`src/rtl/uart_frame_assembler.sv`:
```
`default_nettype none
// ============================================================================
// Module   : uart_frame_assembler
// Purpose  : Packs a stream of UART bytes into fixed-size frames and presents
//            them to a downstream coprocessor with a valid/ready handshake.
//            A shadow buffer keeps collecting while a frame is presented, so
//            one complete frame can wait behind the presented one; bytes that
//            arrive beyond that are dropped and flagged as overflow. A partial
//            frame left idle for TIMEOUT_CYCLES clocks is discarded.
// Ports    : clk, rst (async, active-high)
//            rx_byte[DBITS], rx_byte_valid     - byte stream from the UART
//            flush                             - discard the partial frame
//            frame_ready                       - downstream accepts a frame
//            frame_data[FRAME_BYTES*DBITS]     - byte k at [k*DBITS +: DBITS]
//            frame_valid                       - frame_data holds a frame
//            byte_count[8]                     - bytes in the partial frame
//            overflow                          - sticky dropped-byte flag
//            timeout_pulse                     - one-cycle partial discard
// Revision : 1.0 - initial release
// ============================================================================
module uart_frame_assembler #(
    parameter int FRAME_BYTES    = 16,
    parameter int DBITS          = 8,
    parameter int TIMEOUT_CYCLES = 1_000_000
) (
    input  logic                         clk,
    input  logic                         rst,
    input  logic [DBITS-1:0]             rx_byte,
    input  logic                         rx_byte_valid,
    input  logic                         flush,
    input  logic                         frame_ready,
    output logic [FRAME_BYTES*DBITS-1:0] frame_data,
    output logic                         frame_valid,
    output logic [7:0]                   byte_count,
    output logic                         overflow,
    output logic                         timeout_pulse
);

    localparam int              c_FW        = FRAME_BYTES * DBITS;
    localparam int              c_TW        = (TIMEOUT_CYCLES > 1) ? $clog2(TIMEOUT_CYCLES + 1) : 1;
    localparam logic [c_TW-1:0] c_TO_LAST   = c_TW'((TIMEOUT_CYCLES > 0) ? TIMEOUT_CYCLES - 1 : 0);
    localparam logic            c_TO_EN     = (TIMEOUT_CYCLES > 0);
    localparam logic [7:0]      c_LAST_SLOT = 8'(FRAME_BYTES - 1);

    typedef enum logic [1:0] {
        S_COLLECT = 2'd0,   // nothing presented, filling the shadow buffer
        S_PRESENT = 2'd1,   // frame presented, shadow buffer still filling
        S_DRAIN   = 2'd2    // frame presented and shadow buffer full
    } state_t;

    state_t          r_state;
    logic [c_FW-1:0] r_shadow;
    logic [c_FW-1:0] w_shadow_next;
    logic [c_TW-1:0] r_timer;
    logic            w_handshake;
    logic            w_accept;
    logic            w_last;
    logic            w_timeout;

    always_comb begin
        w_handshake = frame_valid & frame_ready;
        // A byte is taken only when there is room and no flush wipes it out.
        w_accept    = rx_byte_valid & ~flush & (r_state != S_DRAIN);
        w_last      = w_accept & (byte_count == c_LAST_SLOT);
        // An arriving byte restarts the idle count, so it wins over timeout.
        w_timeout   = c_TO_EN & ~flush & ~w_accept & (byte_count != 8'd0)
                      & (r_timer == c_TO_LAST);

        // Shadow buffer with the incoming byte merged into its slot; used both
        // to update the shadow and to load frame_data on the completing edge.
        w_shadow_next = r_shadow;
        for (int k = 0; k < FRAME_BYTES; k++) begin
            if (byte_count == 8'(k)) begin
                w_shadow_next[k*DBITS +: DBITS] = rx_byte;
            end
        end
    end

    // Shadow storage is deliberately not reset: a slot is only ever read after
    // it has been written, so its power-up contents never become visible.
    always_ff @(posedge clk) begin
        if (w_accept) begin
            r_shadow <= w_shadow_next;
        end
    end

    always_ff @(posedge clk or posedge rst) begin
        if (rst) begin
            r_state       <= S_COLLECT;
            frame_data    <= '0;
            frame_valid   <= 1'b0;
            byte_count    <= 8'd0;
            overflow      <= 1'b0;
            timeout_pulse <= 1'b0;
            r_timer       <= '0;
        end else begin
            timeout_pulse <= w_timeout;

            // Partial-frame bookkeeping.
            if (flush) begin
                byte_count <= 8'd0;
            end else if (w_accept) begin
                byte_count <= w_last ? 8'd0 : byte_count + 8'd1;
            end else if (w_timeout) begin
                byte_count <= 8'd0;
            end

            // Idle counter only runs while a partial frame is pending.
            if (flush || w_accept || w_timeout || (byte_count == 8'd0)) begin
                r_timer <= '0;
            end else if (c_TO_EN) begin
                r_timer <= r_timer + 1'b1;
            end

            // A strobe while both buffers are full has nowhere to go.
            if (rx_byte_valid && !flush && (r_state == S_DRAIN)) begin
                overflow <= 1'b1;
            end

            case (r_state)
                S_COLLECT: begin
                    if (w_last) begin
                        frame_data  <= w_shadow_next;
                        frame_valid <= 1'b1;
                        r_state     <= S_PRESENT;
                    end
                end
                S_PRESENT: begin
                    if (w_last && w_handshake) begin
                        // Presented frame leaves as the next one completes:
                        // hand over directly and keep frame_valid asserted.
                        frame_data <= w_shadow_next;
                    end else if (w_last) begin
                        r_state <= S_DRAIN;
                    end else if (w_handshake) begin
                        frame_valid <= 1'b0;
                        r_state     <= S_COLLECT;
                    end
                end
                S_DRAIN: begin
                    if (w_handshake) begin
                        frame_data <= r_shadow;
                        r_state    <= S_PRESENT;
                    end
                end
                default: begin
                    r_state <= S_COLLECT;
                end
            endcase
        end
    end

endmodule
`default_nettype wire

```
`config.mk`:
```
export PLATFORM = sky130hd
export DESIGN_NAME = uart_frame_assembler
export DESIGN_NICKNAME = d
export VERILOG_FILES = /design/src/rtl/uart_frame_assembler.sv
export SDC_FILE = /design/constraint.sdc
export NUM_CORES = 1
export LEC_CHECK = 0
export CAP_MARGIN = 5
export CORE_ASPECT_RATIO = 1.4
export CORE_MARGIN = 5
export CORE_UTILIZATION = 52
export CTS_CLUSTER_SIZE = 30
export DETAILED_ROUTE_END_ITERATION = 8
export PLACE_DENSITY = 0.84
export SLEW_MARGIN = 10
export SYNTH_ARGS = -nofsm -noshare
export SYNTH_HDL_FRONTEND = slang
export SYNTH_SLANG_ARGS = --single-unit
```
`constraint.sdc`:
```
create_clock -name clk -period 5.02 [get_ports clk]
set_input_delay 0.502 -clock clk [delete_from_list [all_inputs] [get_ports clk]]
set_output_delay 0.502 -clock clk [all_outputs]
set_load 0.05 [all_outputs]
```
==> flow_summary.yaml <==
clock_tree:
  cts_resized: 0
  clockRootBuffer: "clkbuf_16"
  clockBufferDepth: 3
  cts_hold_buf: 0
  clk_pin_slew_ns: 0.06
  cts-htree-levels: 1
  cts_tree: "done"
  cts_num_sinks: 289
  numCtsBuffers: 28
  postCtsSetupBuffers: 0
  clkLatencyLatePin_ns: 0.54
floorplan:
  io_pins: 152
  die_h_um: 206
  initial_core_util_pct: 53.0
  dieArea_um2: 31000
  die_x_um: 150
  core_area_um2: 27000
  num_rows: 71
logic_synthesis:
  synth_edf_count: 128
  synth_ff_type: "dfrtp_1"
  syn_area_um2: 14300
  synth_seq_cells: 289
  yosysTopAreaCellShare_pct: 28.2
  syn-num-nets: 977
  ys_seq_area_share_pct: 55.0
  yosys.area.top_type: "dfrtp_1"
  avgSynthCellArea_um2: 14.9
  synth_cells: 959
  async_flop_share_pct: 55.7
  yosys-top-cells-area: "dfrtp_1, edfxtp_1, mux2_2"
  yosysUniqueCellTypes: 54
  yosys_warnings: 0
setup_path:
  cpMaxStageDelayCell: "ha_1"
  cp.required_ns: 5.44
  critPathMaxFanout: 128
  critPathArrivalTime_ns: 3.51
  path_cells: "ha_1 > nand3_4 > o22ai_4 > buf_12 > mux2_2"
  cpPeakStageDelay_ns: 0.72
  cp-end-kind: "flop"
  criticalPathCategory: "flop to flop"
  start_kind: "flop"
power_and_ir_drop:
  p_int_mw: 4.08
  power_frac_comb_pct: 10.6
  power.density_nw_per_um2: 314
  p_sw_mw: 1.27
  swShare_pct: 23.7
  p_leak_nw: 6.66
  p_clk_share_pct: 40.5
  pwr-share-seq_pct: 48.9
  power.total_mw: 5.34
  ir_drop_v: 0.000301
drt:
  wire_per_inst_um: 20.7
  dr.pass1.iters: 4
  routed_wl_um: 30600
  vias: 8300
  drc: 0
  antenna_left: 0
  via_per_inst: 5.61
  drt-initial-drc-count: 502
timing:
  setup_viol: 0
  finalCritPeriodShare_pct: 61.6
  finalMaxSlewViolations: 0
  setup_tns_ns: 0
  tightest_slew_ns: 1.09
  rsz0062_at_grt: "false"
  max_freq_ghz: 0.323
  finClkSkew_ns: 0.0150
  hold_violations: 0
  max_slew_margin_pct: 26.9
  holdWs_ns: 0.491
  period_needed_ns: 3.09
grt:
  grt_pass1_wl_um: 48500
  grt_max_degree: 162
  grt_util_all_layers_pct: 19.8
  grt_pass1_vias: 8506
  antenna_found_initial: 0
  grt_overflow: 0
min_path:
  hold_class: "flop to flop"
finish:
  final_cell_mix: "mux2_2, dfrtp_1, clkdlybuf4s50_1, edfxtp_1, mux2_4"
  num-nets-final: 1112
  utilization_pct: 63.1
  fill_cells: 2015
  syn2layout_area_growth_pct: 19.1
  drive_above_1_share_pct: 40.4
  antennaDiodeCount: 0
  mostFrequentLayoutCell: "mux2_2"
placement:
  dp_hpwl_um: 19400
  io_buffers: 151
  gp_congestion: 0.810
job:
  max-cap-violations: 0
status:
  status: "complete, no violations"
[cells by family after synthesis]
family	after synthesis	synth area share (%)
compound gates	38	1.78
xor+xnor	11	0.674
fa+ha+maj	5	0.437
buf+inv	74	2.90
flops	289	55.0
mux	369	31.1
simple gates	173	8.04
[worst max-delay path, delay by kind of cell (launching register included)]
kind / cells / cell delay [ns]
adder cells (fa/ha/maj): 1 / 0.72
buffers and inverters: 1 / 0.64
flip-flops: 1 / 0.46
multiplexers: 1 / 0.42
AND/OR/NAND/NOR: 1 / 0.35
AO/OA/AOI/OAI: 1 / 0.24
[power groups by stage]
stage,logic [mW],registers (mW),clock network (mW)
4_1_cts,0.574,2.62,2.21
3_3_place_gp,0.560,2.66,0
3_5_place_dp,0.571,2.66,0
2_1_floorplan,0.242,2.80,0
6_report,0.566,2.62,2.16
5_1_grt,0.600,2.62,2.30
[final cells by class]
type,instances,area (um^2),area share (%)
well taps,365,457,2.68
repair buffers,167,1680,9.87
clock buffers,39,783,4.60
clock inverters,12,156,0.918
multi-input cells,596,6040,35.4
flip-flops and latches,289,7870,46.2
inverters,12,50.0,0.294
[state kept, by name (all words and copies together), names as in the netlist]
signal         flops
overflow           1
frame_data       128
byte_count         8
timeout_pulse      1
r_shadow         128
r_state            2
r_timer           20
frame_valid        1
[cell usage after synthesis (all sizes together), types with 3 or more instances]
| cell type | number |
|---|---|
| nand4 | 28 |
| and2 | 3 |
| clkbuf | 32 |
| buf | 30 |
| xor2 | 3 |
| or2 | 3 |
| nor3 | 6 |
| o21ai | 8 |
| or4 | 5 |
| and3 | 4 |
| o211ai | 6 |
| dfrtp | 161 |
| nand3 | 23 |
| nor2 | 17 |
| xnor2 | 8 |
| mux2 | 368 |
| nand2 | 64 |
| o31ai | 5 |
| edfxtp | 128 |
| nor2b | 5 |
| ha | 5 |
| a21oi | 10 |
| inv | 12 |
| or3 | 3 |
[stage by stage]
stage,cell area [um^2],worst slack (ns),std cells
after global placement,16100,2.02,1429
after floorplan,14300,0.170,959
final,17000,1.93,1480
after global routing,17000,1.74,1480
after CTS,17000,1.95,1480
after detailed placement,16100,1.97,1429
[routing by layer]
metal / GRT usage [%] / vias to the layer above / share of wire (%) / routed length (um)
met5: 0 / - / 0 / 0
met4: 6.08 / 0 / 2.8 / 845
met3: 2.52 / 38 / 4.1 / 1260
met2: 34.5 / 214 / 52 / 15800
met1: 25.8 / 4202 / 42 / 12700
li1: - / 3846 / - / -
[worst paths after layout]
check / startpoint / endpoint / slack, ns / depth (start not counted)
hold reg to reg: overflow / overflow / 0.49 / 1
setup reg to reg: byte_count[1] / frame_data[42] / 1.93 / 5
max in group asynchronous: rst / frame_data[35] / 3.77 / 3
hold / removal: overflow / overflow / 0.49 / 1
setup / recovery: byte_count[1] / frame_data[42] / 1.93 / 5
min in group asynchronous: rst / frame_data[123] / 0.59 / 3
(Power assumes the default switching activity.)
